--- src/rtl/alu_seq_pkg.sv ---
// Shared opcodes, widths and helpers for the ALU command sequencer.
package alu_seq_pkg;

  localparam int unsigned DATA_W         = 32;
  localparam int unsigned OP_W           = 4;
  localparam int unsigned TAG_W_DEF      = 4;
  localparam int unsigned FIFO_DEPTH_DEF = 4;

  localparam logic [OP_W-1:0] OP_ADD       = 4'd0;
  localparam logic [OP_W-1:0] OP_SUB       = 4'd1;
  localparam logic [OP_W-1:0] OP_AND       = 4'd2;
  localparam logic [OP_W-1:0] OP_OR        = 4'd3;
  localparam logic [OP_W-1:0] OP_XOR       = 4'd4;
  localparam logic [OP_W-1:0] OP_SLL       = 4'd5;
  localparam logic [OP_W-1:0] OP_SRL       = 4'd6;
  localparam logic [OP_W-1:0] OP_MAX_LEGAL = 4'd6;

  // Response entry: {result, zero, illegal, tag}
  function automatic int unsigned rsp_entry_w(input int unsigned tag_w);
    return DATA_W + 1 + 1 + tag_w;
  endfunction

  function automatic logic is_illegal(input logic [OP_W-1:0] op);
    return op > OP_MAX_LEGAL;
  endfunction

endpackage

--- src/rtl/alu_cmd_sequencer_if.sv ---
// Command, ALU and response signal bundle for the ALU command sequencer.
interface alu_cmd_sequencer_if
  import alu_seq_pkg::*;
#(
  parameter int unsigned TAG_W = 4
);

  logic              cmd_valid;
  logic              cmd_ready;
  logic [DATA_W-1:0] cmd_a;
  logic [DATA_W-1:0] cmd_b;
  logic [OP_W-1:0]   cmd_op;
  logic [TAG_W-1:0]  cmd_tag;

  logic [DATA_W-1:0] alu_a;
  logic [DATA_W-1:0] alu_b;
  logic [OP_W-1:0]   alu_op;
  logic [DATA_W-1:0] alu_result;
  logic              alu_zero;

  logic              rsp_valid;
  logic              rsp_ready;
  logic [DATA_W-1:0] rsp_result;
  logic              rsp_zero;
  logic              rsp_illegal;
  logic [TAG_W-1:0]  rsp_tag;

  logic [31:0]       stat_done;
  logic [31:0]       stat_zero;

  // Sequencer side
  modport slave (
    input  cmd_valid, cmd_a, cmd_b, cmd_op, cmd_tag,
    output cmd_ready,
    output alu_a, alu_b, alu_op,
    input  alu_result, alu_zero,
    output rsp_valid, rsp_result, rsp_zero, rsp_illegal, rsp_tag,
    input  rsp_ready,
    output stat_done, stat_zero
  );

  // Command producer / ALU / response consumer side
  modport master (
    output cmd_valid, cmd_a, cmd_b, cmd_op, cmd_tag,
    input  cmd_ready,
    input  alu_a, alu_b, alu_op,
    output alu_result, alu_zero,
    input  rsp_valid, rsp_result, rsp_zero, rsp_illegal, rsp_tag,
    output rsp_ready,
    input  stat_done, stat_zero
  );

endinterface

--- src/rtl/alu_seq_fifo.sv ---
// Synchronous FIFO with async active-high reset; DEPTH must be a power of two.
module alu_seq_fifo #(
  parameter int unsigned WIDTH = 38,
  parameter int unsigned DEPTH = 4
) (
  input  logic                   clk,
  input  logic                   rst,
  input  logic                   i_push,
  input  logic [WIDTH-1:0]       i_data,
  input  logic                   i_pop,
  output logic [WIDTH-1:0]       o_head_c,
  output logic                   o_full_c,
  output logic                   o_empty_c,
  output logic [$clog2(DEPTH):0] o_count
);

  localparam int unsigned PTR_W = $clog2(DEPTH);
  localparam int unsigned CNT_W = PTR_W + 1;

  logic [WIDTH-1:0] r_mem [DEPTH];
  logic [PTR_W-1:0] r_wr_ptr;
  logic [PTR_W-1:0] r_rd_ptr;
  logic [CNT_W-1:0] r_count;
  logic             w_do_push;
  logic             w_do_pop;

  assign o_full_c  = (r_count == CNT_W'(DEPTH));
  assign o_empty_c = (r_count == '0);
  assign o_count   = r_count;
  assign o_head_c  = r_mem[r_rd_ptr];

  // A full FIFO still accepts a push when the head leaves on the same edge
  assign w_do_pop  = i_pop && !o_empty_c;
  assign w_do_push = i_push && (!o_full_c || w_do_pop);

  // Storage and write pointer
  always_ff @(posedge clk or posedge rst) begin
    if (rst) begin
      for (int i = 0; i < int'(DEPTH); i++) r_mem[i] <= '0;
      r_wr_ptr <= '0;
    end else if (w_do_push) begin
      r_mem[r_wr_ptr] <= i_data;
      r_wr_ptr        <= r_wr_ptr + PTR_W'(1);
    end
  end

  // Read pointer and occupancy
  always_ff @(posedge clk or posedge rst) begin
    if (rst) begin
      r_rd_ptr <= '0;
      r_count  <= '0;
    end else begin
      if (w_do_pop) r_rd_ptr <= r_rd_ptr + PTR_W'(1);
      if (w_do_push && !w_do_pop)      r_count <= r_count + CNT_W'(1);
      else if (!w_do_push && w_do_pop) r_count <= r_count - CNT_W'(1);
    end
  end

endmodule

--- src/rtl/alu_cmd_sequencer.sv ---
// Issue/collect stage around an external combinational ALU: registers
// operands onto the ALU, captures the result a cycle later into a response
// FIFO, returns tagged responses in order.
// Optional statistics counters: define ALU_CMD_SEQ_STATS_EN.
module alu_cmd_sequencer
  import alu_seq_pkg::*;
#(
  parameter int unsigned TAG_W      = 4,
  parameter int unsigned FIFO_DEPTH = 4
) (
  input  logic                clk,
  input  logic                rst,
  alu_cmd_sequencer_if.slave  bus
);

  localparam int unsigned ENTRY_W = rsp_entry_w(TAG_W);
  localparam int unsigned CNT_W   = $clog2(FIFO_DEPTH) + 1;

  logic              r_s1_valid;
  logic              r_s1_illegal;
  logic [TAG_W-1:0]  r_s1_tag;
  logic [DATA_W-1:0] r_alu_a;
  logic [DATA_W-1:0] r_alu_b;
  logic [OP_W-1:0]   r_alu_op;

  logic              w_cmd_ready;
  logic              w_accept;
  logic              w_pop;
  logic              w_full;
  logic              w_empty;
  logic [CNT_W-1:0]  w_count;
  logic [ENTRY_W-1:0] w_push_data;
  logic [ENTRY_W-1:0] w_head;

  // Credit check from registers only: S1 always owns a reserved FIFO slot
  assign w_cmd_ready = (w_count + CNT_W'(r_s1_valid)) < CNT_W'(FIFO_DEPTH);
  assign w_accept    = bus.cmd_valid && w_cmd_ready;
  assign w_pop       = bus.rsp_valid && bus.rsp_ready;

  assign bus.cmd_ready = w_cmd_ready;
  assign bus.alu_a     = r_alu_a;
  assign bus.alu_b     = r_alu_b;
  assign bus.alu_op    = r_alu_op;

  // Issue stage: operands hold their last value while S1 is idle
  always_ff @(posedge clk or posedge rst) begin
    if (rst) begin
      r_s1_valid   <= 1'b0;
      r_s1_illegal <= 1'b0;
      r_s1_tag     <= '0;
      r_alu_a      <= '0;
      r_alu_b      <= '0;
      r_alu_op     <= '0;
    end else begin
      r_s1_valid <= w_accept;
      if (w_accept) begin
        r_alu_a      <= bus.cmd_a;
        r_alu_b      <= bus.cmd_b;
        r_alu_op     <= bus.cmd_op;
        r_s1_tag     <= bus.cmd_tag;
        r_s1_illegal <= is_illegal(bus.cmd_op);
      end
    end
  end

  assign w_push_data = {bus.alu_result, bus.alu_zero, r_s1_illegal, r_s1_tag};

  alu_seq_fifo #(
    .WIDTH (ENTRY_W),
    .DEPTH (FIFO_DEPTH)
  ) u_rsp_fifo (
    .clk       (clk),
    .rst       (rst),
    .i_push    (r_s1_valid),
    .i_data    (w_push_data),
    .i_pop     (w_pop),
    .o_head_c  (w_head),
    .o_full_c  (w_full),
    .o_empty_c (w_empty),
    .o_count   (w_count)
  );

  assign bus.rsp_valid = !w_empty;
  assign {bus.rsp_result, bus.rsp_zero, bus.rsp_illegal, bus.rsp_tag} = w_head;

  // Capture never finds the FIFO full unless the head leaves on that edge
  a_s1_has_slot: assert property (@(posedge clk) disable iff (rst)
    (r_s1_valid && w_full) |-> w_pop);

`ifdef ALU_CMD_SEQ_STATS_EN
  logic [31:0] r_stat_done;
  logic [31:0] r_stat_zero;

  // Completed and zero-result response counters, wrapping
  always_ff @(posedge clk or posedge rst) begin
    if (rst) begin
      r_stat_done <= '0;
      r_stat_zero <= '0;
    end else if (w_pop) begin
      r_stat_done <= r_stat_done + 32'd1;
      if (bus.rsp_zero) r_stat_zero <= r_stat_zero + 32'd1;
    end
  end

  assign bus.stat_done = r_stat_done;
  assign bus.stat_zero = r_stat_zero;
`else
  assign bus.stat_done = 32'd0;
  assign bus.stat_zero = 32'd0;
`endif

endmodule

--- src/flat_wrapper.sv ---
// flat-port wrapper written by rule: the top's interface ports become plain ports
module alu_cmd_sequencer_flat import alu_seq_pkg::*;
#(
  parameter int unsigned TAG_W      = 4,
  parameter int unsigned FIFO_DEPTH = 4
)
  (clk, rst, bus_cmd_valid, bus_cmd_a, bus_cmd_b, bus_cmd_op, bus_cmd_tag, bus_cmd_ready, bus_alu_a, bus_alu_b, bus_alu_op, bus_alu_result, bus_alu_zero, bus_rsp_valid, bus_rsp_result, bus_rsp_zero, bus_rsp_illegal, bus_rsp_tag, bus_rsp_ready, bus_stat_done, bus_stat_zero);
  alu_cmd_sequencer_if #(.TAG_W(TAG_W)) bus_i ();
  input  logic clk;
  input  logic rst;
  input wire logic [$bits(bus_i.cmd_valid)-1:0] bus_cmd_valid;
  input wire logic [$bits(bus_i.cmd_a)-1:0] bus_cmd_a;
  input wire logic [$bits(bus_i.cmd_b)-1:0] bus_cmd_b;
  input wire logic [$bits(bus_i.cmd_op)-1:0] bus_cmd_op;
  input wire logic [$bits(bus_i.cmd_tag)-1:0] bus_cmd_tag;
  output wire logic [$bits(bus_i.cmd_ready)-1:0] bus_cmd_ready;
  output wire logic [$bits(bus_i.alu_a)-1:0] bus_alu_a;
  output wire logic [$bits(bus_i.alu_b)-1:0] bus_alu_b;
  output wire logic [$bits(bus_i.alu_op)-1:0] bus_alu_op;
  input wire logic [$bits(bus_i.alu_result)-1:0] bus_alu_result;
  input wire logic [$bits(bus_i.alu_zero)-1:0] bus_alu_zero;
  output wire logic [$bits(bus_i.rsp_valid)-1:0] bus_rsp_valid;
  output wire logic [$bits(bus_i.rsp_result)-1:0] bus_rsp_result;
  output wire logic [$bits(bus_i.rsp_zero)-1:0] bus_rsp_zero;
  output wire logic [$bits(bus_i.rsp_illegal)-1:0] bus_rsp_illegal;
  output wire logic [$bits(bus_i.rsp_tag)-1:0] bus_rsp_tag;
  input wire logic [$bits(bus_i.rsp_ready)-1:0] bus_rsp_ready;
  output wire logic [$bits(bus_i.stat_done)-1:0] bus_stat_done;
  output wire logic [$bits(bus_i.stat_zero)-1:0] bus_stat_zero;
  assign bus_i.cmd_valid = bus_cmd_valid;
  assign bus_i.cmd_a = bus_cmd_a;
  assign bus_i.cmd_b = bus_cmd_b;
  assign bus_i.cmd_op = bus_cmd_op;
  assign bus_i.cmd_tag = bus_cmd_tag;
  assign bus_cmd_ready = bus_i.cmd_ready;
  assign bus_alu_a = bus_i.alu_a;
  assign bus_alu_b = bus_i.alu_b;
  assign bus_alu_op = bus_i.alu_op;
  assign bus_i.alu_result = bus_alu_result;
  assign bus_i.alu_zero = bus_alu_zero;
  assign bus_rsp_valid = bus_i.rsp_valid;
  assign bus_rsp_result = bus_i.rsp_result;
  assign bus_rsp_zero = bus_i.rsp_zero;
  assign bus_rsp_illegal = bus_i.rsp_illegal;
  assign bus_rsp_tag = bus_i.rsp_tag;
  assign bus_i.rsp_ready = bus_rsp_ready;
  assign bus_stat_done = bus_i.stat_done;
  assign bus_stat_zero = bus_i.stat_zero;
  alu_cmd_sequencer #(.TAG_W(TAG_W), .FIFO_DEPTH(FIFO_DEPTH)) u_core (.clk(clk), .rst(rst), .bus(bus_i));
endmodule
--- config.mk ---
export PLATFORM = sky130hd
export DESIGN_NAME = alu_cmd_sequencer_flat
export DESIGN_NICKNAME = d
export VERILOG_FILES = /design/src/rtl/alu_seq_pkg.sv /design/src/rtl/alu_cmd_sequencer_if.sv /design/src/rtl/alu_seq_fifo.sv /design/src/rtl/alu_cmd_sequencer.sv /design/src/flat_wrapper.sv
export SDC_FILE = /design/constraint.sdc
export NUM_CORES = 1
export LEC_CHECK = 0
export ABC_AREA = 1
export CAP_MARGIN = 15
export CORE_MARGIN = 3
export CORE_UTILIZATION = 45
export DETAILED_ROUTE_END_ITERATION = 8
export HOLD_SLACK_MARGIN = 0.03
export PLACE_DENSITY = 0.81
export SLEW_MARGIN = 20
export SYNTH_ARGS = -nofsm -noshare
export SYNTH_HDL_FRONTEND = slang
export SYNTH_SLANG_ARGS = --single-unit
--- constraint.sdc ---
create_clock -name clk -period 8.45 [get_ports clk]
set_input_delay 1.69 -clock clk [delete_from_list [all_inputs] [get_ports clk]]
set_output_delay 1.69 -clock clk [all_outputs]
set_load 0.05 [all_outputs]
==> results of run 1 <==
final cells by class:
cell class | count | area, µm² | area share
Clock buffer | 38 | 747 | 0.0541
Clock inverter | 6 | 65.1 | 0.00472
Inverter | 12 | 52.6 | 0.00381
Multi-Input combinational cell | 972 | 4450 | 0.323
Sequential cell | 233 | 5840 | 0.423
Tap cell | 319 | 399 | 0.0289
Timing Repair Buffer | 227 | 2250 | 0.163
power by group:
part / internal (mW) / total, mW / leakage [nW] / switching, mW
Clock: 0.640 / 1.09 / 0.394 / 0.447
Combinational: 1.05 / 3.58 / 3.44 / 2.52
Sequential: 1.63 / 1.95 / 2.93 / 0.323
routing by layer:
layer	vias up	global-route usage	wire (µm)
li1	4612	-	-
met2	450	0.393	15100
met1	4798	0.290	12200
met3	69	0.0700	3110
met5	-	0	0
met4	0	0.0673	896
flip-flops by register name, indices dropped and copies added (netlist names), 2 cells and up:
| signal | flops |
|---|---|
| u_core.u_rsp_fifo.r_mem | 152 |
| u_core.bus.alu_a | 32 |
| u_core.bus.alu_b | 32 |
| u_core.bus.alu_op | 4 |
| u_core.r_s1_tag | 4 |
| u_core.u_rsp_fifo.o_count | 3 |
| u_core.u_rsp_fifo.r_rd_ptr | 2 |
| u_core.u_rsp_fifo.r_wr_ptr | 2 |
cell families (layout without fill, tap and decap cells):
| family | count (synthesis) | after routing | synth area share |
|---|---|---|---|
| AO/OA/AOI/OAI | 115 | 115 | 0.0561 |
| flip-flops | 233 | 233 | 0.525 |
| AND/OR/NAND/NOR | 784 | 784 | 0.310 |
| XOR/XNOR | 3 | 3 | 0.00236 |
| buffers and inverters | 191 | 283 | 0.0996 |
| adder cells (fa/ha/maj) | 6 | 6 | 0.00743 |
| other | 1 | 64 | 0.000337 |
how the worst max path moves through the flow:
stage                                        endpoint  slack (ns)              start
after CTS                               bus_cmd_ready        3.61  u_core.r_s1_valid
after global placement     u_core.u_rsp_fifo.r_mem[1]        4.06      bus_rsp_ready
after floorplan                   u_core.bus.alu_a[0]        0.37                rst
final                                   bus_cmd_ready        3.61  u_core.r_s1_valid
after detailed placement  u_core.u_rsp_fifo.r_mem[65]        3.98      bus_rsp_ready
after global routing                    bus_cmd_ready        3.48  u_core.r_s1_valid
cells in the mapped netlist, types with 2 or more instances:
cell type	instances	area [µm²]
buf_2	42	210
dfrtp_1	233	5830
nand3_1	80	400
o21ai_0	77	385
inv_2	2	7.51
buf_1	14	52.6
nand4_1	155	970
xor2_1	2	17.5
o22ai_1	38	238
clkbuf_1	41	154
ha_1	5	62.6
nand2_1	469	1760
buf_4	74	556
inv_1	10	37.5
nor2_1	77	289
buf_6	8	90.1
worst max-delay path: stages, from the launching register on:
cell             delay (ns)
dfrtp_4                0.69
nand3_1                0.20
nand2_1                0.09
nand2_2                0.07
buf_4                  0.56
clkdlybuf4s50_1        0.94
==> impl_table.tex, run 1 <==
\begin{tabular}{lr}
\hline
Metric & Value \\
\hline
\multicolumn{2}{l}{\textbf{STA}} \\
\quad Number of hold violations in the final report & 0 \\
\quad Fin Hold WS & 0.465 ns \\
\quad Fin crit share & 0.573 \\
\quad Total negative setup slack & 0 ns \\
\quad Timing-limited maximum frequency & 0.207 GHz \\
\quad Final worst path period need & 4.84 ns \\
\quad Setup repair after global routing missed its margin & false \\
\quad Slew of the pin with the lowest slew margin & 1.10 ns \\
\quad Worst clock skew & 0.0176 ns \\
\quad Final Worst Setup Slack & 3.61 ns \\
\quad Worst rel slew slack & 0.268 \\
\quad Final Max Slew Viols & 0 \\
\quad Total of endpoints with negative setup slack in the final report & 0 \\
\multicolumn{2}{l}{\textbf{Min path}} \\
\quad Worst min-delay path category & reg -> reg \\
\quad Min-Delay Startpoint & u\_core.u\_rsp\_fifo.r\_mem[106] \\
\quad Worst Hold Depth & 2 \\
\quad Endpoint, Worst Hold & u\_core.u\_rsp\_fifo.r\_mem[106] \\
\multicolumn{2}{l}{\textbf{Finish}} \\
\quad Post-layout nets & 1,587 \\
\quad Number of antenna repair diodes & 0 \\
\quad Number of standard cells in the layout, taps in and fillers out & 1,807 \\
\quad Syn-to-layout area delta & 24.1\% \\
\quad Final non-filler cell area & 13,800 µm² \\
\quad Fraction of layout instances using a drive strength above 1 & 0.0444 \\
\quad Highest-count cells in the layout ignoring fill and taps & nand2\_1, dfrtp\_1, clkdlybuf4s50\_1 \\
\quad \# fillers & 2,080 \\
\quad Commonest non-fill, non-tap cell in the layout & nand2\_1 \\
\quad Post-Route Utilization & 0.578 \\
\multicolumn{2}{l}{\textbf{Placed design}} \\
\quad Dpl cell area & 13,000 µm² \\
\quad Detailed Place HPWL & 18,200 µm \\
\quad Weighted congestion at the end of routability-driven global placement & 0.791 \\
\quad Number of input and output port buffers inserted & 216 \\
\quad Post-placement cell count & 1,763 \\
\quad Post-placement setup slack & 3.98 ns \\
\multicolumn{2}{l}{\textbf{Power}} \\
\quad Total power after layout & 6.62 mW \\
\quad Worst ir drop on vdd & 0.000323 V \\
\quad Cell area power density & 480 nW/µm² \\
\quad Total leakage power & 6.77 nW \\
\multicolumn{2}{l}{\textbf{Floorplanning}} \\
\quad Area enclosed by the die boundary & 26,600 µm² \\
\quad Width of the die & 163 µm \\
\quad Starting utilization of the core area & 0.465 \\
\quad Number of placement rows & 56 \\
\quad Standard cell core area & 23,900 µm² \\
\quad Vertical die dimension & 163 µm \\
\quad Top-level I/O count & 281 \\
\multicolumn{2}{l}{\textbf{Global route}} \\
\quad Global-route usage over all layers & 0.232 \\
\quad Wire length of the first global-routing pass & 51,000 µm \\
\quad Initial antenna violation count & 0 \\
\quad GRT Residual Overflow & 0 \\
\quad Via count of the first global-routing pass & 9,801 \\
\quad Largest net degree at the start of global routing & 110 \\
\multicolumn{2}{l}{\textbf{Setup path}} \\
\quad Reg-to-reg slack, setup & 5.36 ns \\
\quad Nature of the critical path endpoint & output pin \\
\quad Endpoint of the worst-slack reg-to-reg timing path & u\_core.u\_rsp\_fifo.r\_mem[68] \\
\quad Required time of the critical path & 6.76 ns \\
\quad Critical path fanouts, max & 74 \\
\quad Crit path DAT & 3.15 ns \\
\quad Reg-to-reg critical path startpoint & u\_core.r\_s1\_valid \\
\quad Worst Setup Start Kind & register \\
\quad Kind of critical path & reg -> out \\
\quad Logic depth of the worst register-to-register path & 4 \\
\multicolumn{2}{l}{\textbf{Synth}} \\
\quad Ys async rst share & 1.00 \\
\quad Number of enable flip-flop cells after synthesis & 0 \\
\quad Gate count of the mapped netlist & 1,333 \\
\quad Number of synthesized register bits & 233 \\
\quad Synth cell types & 22 \\
\quad Number of warning messages in the yosys log & 0 \\
\quad Average instance area after synthesis & 8.34 µm² \\
\quad Register area share after synthesis & 0.525 \\
\quad Top\_reg\_cell synth & dfrtp\_1 \\
\quad Netlist area before placement & 11,100 µm² \\
\multicolumn{2}{l}{\textbf{Clock tree}} \\
\quad Setup Buffers After CTS & 0 \\
\quad Clk pin slew, worst setup/hold paths & 0.06 ns \\
\quad Largest buffer count on any clock path & 3 \\
\quad Number of clock sinks seen by CTS & 233 \\
\quad Clock latency reported for the late side of the worst-skew pair & 0.52 ns \\
\quad CTS H-tree depth & 1 \\
\quad Count of hold buffers inserted by post-cts repair & 0 \\
\quad Total of cells resized after clock tree synthesis & 0 \\
\quad Num CTS Buffers & 26 \\
\quad CTS Root Buffer Type & clkbuf\_16 \\
\quad TritonCTS clock tree & built \\
\multicolumn{2}{l}{\textbf{Route}} \\
\quad Number of DRC markers after the initial detailed-route iteration & 897 \\
\quad Routed WL & 31,300 µm \\
\quad Post-route DRC & 0 \\
\quad Via count & 9,929 \\
\quad Vias per Instance & 5.49 \\
\quad DR pass1 iterations & 5 \\
\quad Remaining antenna violation count & 0 \\
\quad Routed wirelength normalized by instance count & 17.3 µm \\
\multicolumn{2}{l}{\textbf{Job}} \\
\quad Reported max-cap violation count & 0 \\
\multicolumn{2}{l}{\textbf{Outcome}} \\
\quad Outcome & finished, final reports clean \\
\hline
\end{tabular}
Power figures use the tool's default switching activity.
==> inputs of run 2 (changes only) <==
--- a/config.mk
+++ b/config.mk
@@ -8,10 +8,10 @@
 export ABC_AREA = 1
 export CAP_MARGIN = 15
 export CORE_MARGIN = 3
-export CORE_UTILIZATION = 45
+export CORE_UTILIZATION = 50
 export DETAILED_ROUTE_END_ITERATION = 8
 export HOLD_SLACK_MARGIN = 0.03
-export PLACE_DENSITY = 0.81
+export PLACE_DENSITY = 0.85
 export SLEW_MARGIN = 20
 export SYNTH_ARGS = -nofsm -noshare
 export SYNTH_HDL_FRONTEND = slang
==> constraint.sdc (replaced) <==
create_clock -name clk -period 4.9 [get_ports clk]
set_input_delay 0.98 -clock clk [delete_from_list [all_inputs] [get_ports clk]]
set_output_delay 0.98 -clock clk [all_outputs]
set_load 0.05 [all_outputs]
==> impl_table.tex, run 2 (synthesis gave the netlist of run 1 again) <==
\begin{tabular}{lr}
\hline
Metric & Value \\
\hline
\multicolumn{2}{l}{\textbf{Outcome}} \\
\quad Outcome & finished, final reports clean (unchanged) \\
\multicolumn{2}{l}{\textbf{Route}} \\
\quad Vias per Instance & 5.58 (was 5.49) \\
\quad Via count & 9,866 (was 9,929) \\
\quad Number of DRC markers after the initial detailed-route iteration & 942 (was 897) \\
\quad DR pass1 iterations & 5 (unchanged) \\
\quad Post-route DRC & 0 (unchanged) \\
\quad Routed wirelength normalized by instance count & 17.6 µm (was 17.3 µm) \\
\quad Remaining antenna violation count & 0 (unchanged) \\
\quad Routed WL & 31,200 µm (was 31,300 µm) \\
\multicolumn{2}{l}{\textbf{Global route}} \\
\quad Met3 usage & 0.0782 (was 0.0700) \\
\quad GRT Residual Overflow & 0 (unchanged) \\
\quad Routing usage on met1 & 0.318 (was 0.290) \\
\quad Initial antenna violation count & 0 (unchanged) \\
\quad Largest net degree at the start of global routing & 99 (was 110) \\
\quad Wire length of the first global-routing pass & 50,400 µm (was 51,000 µm) \\
\quad Via count of the first global-routing pass & 9,812 (was 9,801) \\
\quad Grt met2 use & 0.422 (was 0.393) \\
\quad Most used routing layer & met2 (unchanged) \\
\quad Global-route usage over all layers & 0.251 (was 0.232) \\
\multicolumn{2}{l}{\textbf{Finish}} \\
\quad Syn-to-layout area delta & 25.0\% (was 24.1\%) \\
\quad Max FFs per register & 152 (unchanged) \\
\quad Fraction of layout instances using a drive strength above 1 & 0.0509 (was 0.0444) \\
\quad Post-Route Utilization & 0.649 (was 0.578) \\
\quad Number of standard cells in the layout, taps in and fillers out & 1,768 (was 1,807) \\
\quad Largest Register & u\_core.u\_rsp\_fifo.r\_mem (unchanged) \\
\quad Commonest non-fill, non-tap cell in the layout & nand2\_1 (unchanged) \\
\quad Post-layout nets & 1,589 (was 1,587) \\
\quad Number of antenna repair diodes & 0 (unchanged) \\
\quad Highest-count cells in the layout ignoring fill and taps & nand2\_1, dfrtp\_1, clkdlybuf4s50\_1 (unchanged) \\
\multicolumn{2}{l}{\textbf{Floorplanning}} \\
\quad Area enclosed by the die boundary & 24,100 µm² (was 26,600 µm²) \\
\quad Standard cell core area & 21,400 µm² (was 23,900 µm²) \\
\quad Top-level I/O count & 281 (unchanged) \\
\quad Starting utilization of the core area & 0.519 (was 0.465) \\
\quad Number of placement rows & 53 (was 56) \\
\quad Vertical die dimension & 155 µm (was 163 µm) \\
\quad Width of the die & 155 µm (was 163 µm) \\
\multicolumn{2}{l}{\textbf{Clock tree}} \\
\quad Num CTS Buffers & 26 (unchanged) \\
\quad Largest buffer count on any clock path & 3 (unchanged) \\
\quad Total of cells resized after clock tree synthesis & 0 (unchanged) \\
\quad TritonCTS clock tree & built (unchanged) \\
\quad Count of hold buffers inserted by post-cts repair & 0 (unchanged) \\
\quad Clock latency reported for the late side of the worst-skew pair & 0.53 ns (was 0.52 ns) \\
\quad CTS Root Buffer Type & clkbuf\_16 (unchanged) \\
\quad CTS H-tree depth & 1 (unchanged) \\
\quad Setup Buffers After CTS & 0 (unchanged) \\
\quad Number of clock sinks seen by CTS & 233 (unchanged) \\
\quad Clk pin slew, worst setup/hold paths & 0.06 ns (about the same) \\
\multicolumn{2}{l}{\textbf{Power}} \\
\quad Cell area power density & 839 nW/µm² (was 480 nW/µm²) \\
\quad Total leakage power & 6.84 nW (was 6.77 nW) \\
\quad Worst ir drop on vdd & 0.000728 V (was 0.000323 V) \\
\multicolumn{2}{l}{\textbf{Placed design}} \\
\quad Post-placement cell count & 1,721 (was 1,763) \\
\quad Detailed Place HPWL & 18,300 µm (was 18,200 µm) \\
\quad Number of input and output port buffers inserted & 216 (unchanged) \\
\quad Weighted congestion at the end of routability-driven global placement & 0.788 (was 0.791) \\
\multicolumn{2}{l}{\textbf{STA}} \\
\quad Final worst path period need & 4.14 ns \\
\quad Total negative setup slack & 0 ns (unchanged) \\
\quad Slew of the pin with the lowest slew margin & 1.05 ns (was 1.10 ns) \\
\quad Total of endpoints with negative setup slack in the final report & 0 (unchanged) \\
\quad Final Max Slew Viols & 0 (unchanged) \\
\quad Timing-limited maximum frequency & 0.242 GHz \\
\quad Fin Hold WS & 0.465 ns (about the same) \\
\quad Fin crit share & 0.844 \\
\quad Worst rel slew slack & 0.301 (was 0.268) \\
\quad Worst clock skew & 0.0140 ns (was 0.0176 ns) \\
\quad Setup repair after global routing missed its margin & false (unchanged) \\
\quad Number of hold violations in the final report & 0 (unchanged) \\
\multicolumn{2}{l}{\textbf{Min path}} \\
\quad Worst min-delay path category & reg -> reg (unchanged) \\
\quad Worst Hold Depth & 2 (unchanged) \\
\quad Min-Delay Startpoint & u\_core.u\_rsp\_fifo.r\_mem[49] (was u\_core.u\_rsp\_fifo.r\_mem[106]) \\
\quad Endpoint, Worst Hold & u\_core.u\_rsp\_fifo.r\_mem[49] (was u\_core.u\_rsp\_fifo.r\_mem[106]) \\
\multicolumn{2}{l}{\textbf{Setup path}} \\
\quad Crit path DAT & 3.16 ns (was 3.15 ns) \\
\quad Worst Setup Start Kind & register (unchanged) \\
\quad Kind of critical path & reg -> out (unchanged) \\
\quad Critical path fanouts, max & 47 (was 74) \\
\quad Logic depth of the worst register-to-register path & 10 (was 4) \\
\quad Reg-to-reg critical path startpoint & u\_core.r\_s1\_valid (unchanged) \\
\quad Nature of the critical path endpoint & output pin (unchanged) \\
\quad Reg-to-reg slack, setup & 1.62 ns (was 5.36 ns) \\
\quad Required time of the critical path & 3.92 ns (was 6.76 ns) \\
\quad Endpoint of the worst-slack reg-to-reg timing path & u\_core.u\_rsp\_fifo.o\_count[2] (was u\_core.u\_rsp\_fifo.r\_mem[68]) \\
\multicolumn{2}{l}{\textbf{Job}} \\
\quad Reported max-cap violation count & 0 (unchanged) \\
\hline
\end{tabular}
[run 2: cell count changes in the layout (fill, tap and decap cells not counted), sizes merged]
| cell | change |
|---|---|
| buf | +2 |
| bufinv | +2 |
| clkbuf | +1 |
| clkinvlp | +1 |
| inv | -1 |
[run 2: routing by layer]
layer  part of all wire  vias up
li1                   -     4619
met1               0.38     4714
met2               0.49      478
met3               0.11       55
met4              0.025        0
met5                  0        -
[run 2: metrics by stage]
stage	cell area [µm²]	total power, mW	worst slack (ns)
after global routing	13900	12.3	0.639
after global placement	13000	9.39	1.38
after floorplan	11400	7.66	0.870
after detailed placement	13000	9.53	1.35
after CTS	13900	11.7	0.779
final	13900	11.7	0.765
[run 2: layout make-up]
class	instances	area (µm²)
Fill cell	1734	7530
Sequential cell	233	5840
Multi-Input combinational cell	972	4450
Timing Repair Buffer	229	2280
Clock buffer	39	811
Tap cell	275	344
Clock inverter	8	121
Inverter	12	48.8
[run 2: how the worst max path moves through the flow]
stage,startpoint,end,slack (ns),depth (start not counted)
global placement,u_core.u_rsp_fifo.r_rd_ptr[0],bus_rsp_result[31],1.38,5
global route,u_core.u_rsp_fifo.r_rd_ptr[0],bus_rsp_result[31],0.64,5
floorplan,rst,u_core.bus.alu_a[0],0.87,1
detailed placement,u_core.u_rsp_fifo.r_rd_ptr[0],bus_rsp_result[31],1.35,5
finish,u_core.u_rsp_fifo.r_rd_ptr[0],bus_rsp_result[31],0.76,5
CTS,u_core.u_rsp_fifo.r_rd_ptr[0],bus_rsp_result[31],0.78,5
[run 2: where the power goes]
part           total (mW)  leakage, nW  internal [mW]  switching [mW]
registers            3.42         2.93           2.81           0.607
clock network        2.09        0.460           1.30           0.794
logic                6.14         3.45           1.82            4.32
[run 2: critical path: stages, from the launching register on]
cell,delay [ns]
dfrtp_2,0.40
inv_2,0.59
buf_4,0.43
nor2_1,0.09
o22ai_1,0.25
clkdlybuf4s50_1,0.85
==> inputs of run 3 (changes only) <==
==> constraint.sdc (replaced) <==
create_clock -name clk -period 4 [get_ports clk]
set_input_delay 0.8 -clock clk [delete_from_list [all_inputs] [get_ports clk]]
set_output_delay 0.8 -clock clk [all_outputs]
set_load 0.05 [all_outputs]
==> impl_table.tex, run 3 (synthesis gave the netlist of run 1 again) <==
\begin{tabular}{lr}
\hline
Metric & Value \\
\hline
\multicolumn{2}{l}{\textbf{Placed design}} \\
\quad Number of input and output port buffers inserted & 216 (unchanged) \\
\quad Detailed Place HPWL & 18,600 µm (was 18,300 µm) \\
\quad Dpl cell area & 13,200 µm² (was 13,000 µm²) \\
\quad Weighted congestion at the end of routability-driven global placement & 0.819 (was 0.788) \\
\multicolumn{2}{l}{\textbf{Floorplanning}} \\
\quad Width of the die & 155 µm (unchanged) \\
\quad Top-level I/O count & 281 (unchanged) \\
\quad Area enclosed by the die boundary & 24,100 µm² (unchanged) \\
\quad Starting utilization of the core area & 0.519 (unchanged) \\
\quad Vertical die dimension & 155 µm (unchanged) \\
\quad Number of placement rows & 53 (unchanged) \\
\quad Standard cell core area & 21,400 µm² (unchanged) \\
\multicolumn{2}{l}{\textbf{Finish}} \\
\quad Max FFs per register & 152 (unchanged) \\
\quad Storage cell area & 5840 µm² (unchanged) \\
\quad Commonest non-fill, non-tap cell in the layout & nand2\_1 (unchanged) \\
\quad Fraction of layout instances using a drive strength above 1 & 0.0819 (was 0.0509) \\
\quad Syn-to-layout area delta & 26.6\% (was 25.0\%) \\
\quad Highest-count cells in the layout ignoring fill and taps & nand2\_1, dfrtp\_1, clkdlybuf4s50\_1 (unchanged) \\
\quad Largest Register & u\_core.u\_rsp\_fifo.r\_mem (unchanged) \\
\quad Area occupied by multi-input gates & 4450 µm² (unchanged) \\
\quad \# fillers & 1,689 (was 1,734) \\
\quad Post-layout nets & 1,599 (was 1,589) \\
\quad Final non-filler cell area & 14,100 µm² (was 13,900 µm²) \\
\multicolumn{2}{l}{\textbf{STA}} \\
\quad Final worst path period need & 3.26 ns \\
\quad Total of endpoints with negative setup slack in the final report & 0 (unchanged) \\
\quad Final Max Slew Viols & 0 (unchanged) \\
\quad Slew of the pin with the lowest slew margin & 0.863 ns (was 1.05 ns) \\
\quad Worst clock skew & 0.0156 ns (was 0.0140 ns) \\
\quad Worst rel slew slack & 0.425 (was 0.301) \\
\quad Total negative setup slack & 0 ns (unchanged) \\
\quad Timing-limited maximum frequency & 0.307 GHz \\
\quad Number of hold violations in the final report & 0 (unchanged) \\
\quad Fin crit share & 0.815 \\
\quad Setup repair after global routing missed its margin & false (unchanged) \\
\multicolumn{2}{l}{\textbf{Clock tree}} \\
\quad Count of hold buffers inserted by post-cts repair & 0 (unchanged) \\
\quad TritonCTS clock tree & built (unchanged) \\
\quad Number of clock sinks seen by CTS & 233 (unchanged) \\
\quad Clk pin slew, worst setup/hold paths & 0.06 ns (about the same) \\
\quad Setup Buffers After CTS & 0 (unchanged) \\
\quad Clock latency reported for the late side of the worst-skew pair & 0.53 ns (about the same) \\
\quad CTS H-tree depth & 1 (unchanged) \\
\quad Largest buffer count on any clock path & 3 (unchanged) \\
\quad Num CTS Buffers & 25 (was 26) \\
\quad CTS Root Buffer Type & clkbuf\_16 (unchanged) \\
\quad Total of cells resized after clock tree synthesis & 0 (unchanged) \\
\multicolumn{2}{l}{\textbf{Global route}} \\
\quad Initial antenna violation count & 1 (was 0) \\
\quad GRT Residual Overflow & 0 (unchanged) \\
\quad Via count of the first global-routing pass & 9,900 (was 9,812) \\
\quad Global-route usage over all layers & 0.253 (was 0.251) \\
\quad Wire length of the first global-routing pass & 50,600 µm (was 50,400 µm) \\
\quad Largest net degree at the start of global routing & 123 (was 99) \\
\multicolumn{2}{l}{\textbf{Setup path}} \\
\quad Endpoint of the worst-slack reg-to-reg timing path & u\_core.u\_rsp\_fifo.o\_count[2] (unchanged) \\
\quad Reg-to-reg critical path startpoint & u\_core.r\_s1\_valid (unchanged) \\
\quad Stage delay of the slowest cell on the critical path & 0.88 ns (was 0.85 ns) \\
\quad Critical path buffer and inverter count & 2 (was 3) \\
\quad Worst Setup Start Kind & register (unchanged) \\
\quad CP most frequent cell & buf\_4 \\
\quad Kind of cell adding the most delay to the critical path & flip-flops (was buffers and inverters) \\
\quad Cell type of the slowest stage on the worst timing path & dfrtp\_1 (was clkdlybuf4s50\_1) \\
\quad Critical Path, Cell by Cell & buf\_4 -> o21ai\_0 -> o22ai\_1 -> buf\_4 (was inv\_2 -> buf\_4 -> nor2\_1 -> o22ai\_1 -> clkdlybuf4s50\_1) \\
\quad Logic depth of the worst register-to-register path & 9 (was 10) \\
\quad Required time of the critical path & 3.20 ns (was 3.92 ns) \\
\quad Nature of the critical path endpoint & output pin (unchanged) \\
\quad Kind of critical path & reg -> out (unchanged) \\
\quad Reg-to-reg slack, setup & 1.57 ns (was 1.62 ns) \\
\quad Crit path DAT & 2.46 ns (was 3.16 ns) \\
\quad Critical path fanouts, max & 24 (was 47) \\
\multicolumn{2}{l}{\textbf{Route}} \\
\quad Via count & 10,100 (was 9,866) \\
\quad DR pass1 iterations & 7 (was 5) \\
\quad Top sig layer & met4 (unchanged) \\
\quad Number of DRC markers after the initial detailed-route iteration & 850 (was 942) \\
\quad Routed met2 length & 15,000 µm (was 15,300 µm) \\
\quad Detailed-route wire length on metal 1 & 11,600 µm (was 11,800 µm) \\
\quad Remaining antenna violation count & 0 (unchanged) \\
\quad Vias per Instance & 5.66 (was 5.58) \\
\quad Routed WL & 31,200 µm (about the same) \\
\quad Routed wirelength normalized by instance count & 17.6 µm (about the same) \\
\quad Post-route DRC & 0 (unchanged) \\
\quad Met3 wire length & 3970 µm (was 3290 µm) \\
\multicolumn{2}{l}{\textbf{Power}} \\
\quad Total leakage power & 7.00 nW (was 6.84 nW) \\
\quad Worst ir drop on vdd & 0.000686 V (was 0.000728 V) \\
\quad Cell area power density & 1040 nW/µm² (was 839 nW/µm²) \\
\multicolumn{2}{l}{\textbf{Job}} \\
\quad Reported max-cap violation count & 0 (unchanged) \\
\multicolumn{2}{l}{\textbf{Min path}} \\
\quad Min-Delay Startpoint & u\_core.u\_rsp\_fifo.r\_mem[96] (was u\_core.u\_rsp\_fifo.r\_mem[49]) \\
\quad Endpoint, Worst Hold & u\_core.u\_rsp\_fifo.r\_mem[96] (was u\_core.u\_rsp\_fifo.r\_mem[49]) \\
\quad Worst Hold Depth & 2 (unchanged) \\
\quad Worst min-delay path category & reg -> reg (unchanged) \\
\multicolumn{2}{l}{\textbf{Outcome}} \\
\quad Outcome & finished, final reports clean (unchanged) \\
\hline
\end{tabular}
==> run 3: worst reg2reg max path: stages (launching register included) <==
cell and delay [ns]:
dfrtp_4 0.43, buf_4 0.62, nand2_1 0.23, inv_2 0.12, ha_1 0.17, inv_1 0.07
fa_1 0.38, nand2_1 0.08, nand3_1 0.08, xor2_1 0.14
==> run 3: per-layer routing <==
layer / vias to the layer above / track usage
met5: - / 0
met4: 0 / 0.0753
met3: 56 / 0.0926
met2: 549 / 0.406
met1: 4816 / 0.323
li1: 4644 / -
==> run 3: layout make-up <==
class / count / share of cell area
diodes: 1 / 0.000178
clock buffers: 36 / 0.0531
clock inverters: 9 / 0.00924
inverters: 12 / 0.00347
multi-input cells: 972 / 0.316
flip-flops and latches: 233 / 0.415
well taps: 275 / 0.0244
repair buffers: 240 / 0.179
==> run 3: worst max path at each step <==
| stage | startpoint | endpoint | slack (ns) | cells after the start |
|---|---|---|---|---|
| final | u_core.u_rsp_fifo.r_rd_ptr[1] | bus_rsp_result[12] | 0.74 | 4 |
| after detailed placement | bus_rsp_ready | u_core.u_rsp_fifo.o_count[2] | 0.95 | 11 |
| after CTS | u_core.u_rsp_fifo.r_rd_ptr[1] | bus_rsp_tag[3] | 0.75 | 4 |
| after global routing | u_core.u_rsp_fifo.r_rd_ptr[1] | bus_rsp_illegal | 0.66 | 5 |
| after global placement | bus_rsp_ready | u_core.u_rsp_fifo.o_count[2] | 0.98 | 11 |
| after floorplan | rst | u_core.bus.alu_a[0] | 0.15 | 1 |
==> run 3: per-stage QoR <==
stage	std cells	util	setup slack, ns	hold WS, ns	total power [mW]
floorplan	1396	-	0.150	0.437	9.38
global placement	1732	0.616	0.979	0.448	12.0
global route	1778	0.657	0.659	0.480	15.5
detailed placement	1732	0.616	0.947	0.453	12.2
CTS	1777	0.657	0.754	0.468	14.6
finish	1778	0.657	0.738	0.465	14.6
==> run 3: power by group <==
part           switching (mW)  internal, mW
clock                   0.953          1.49
combinational            5.51          2.56
sequential              0.656          3.45
total                    7.12          7.50
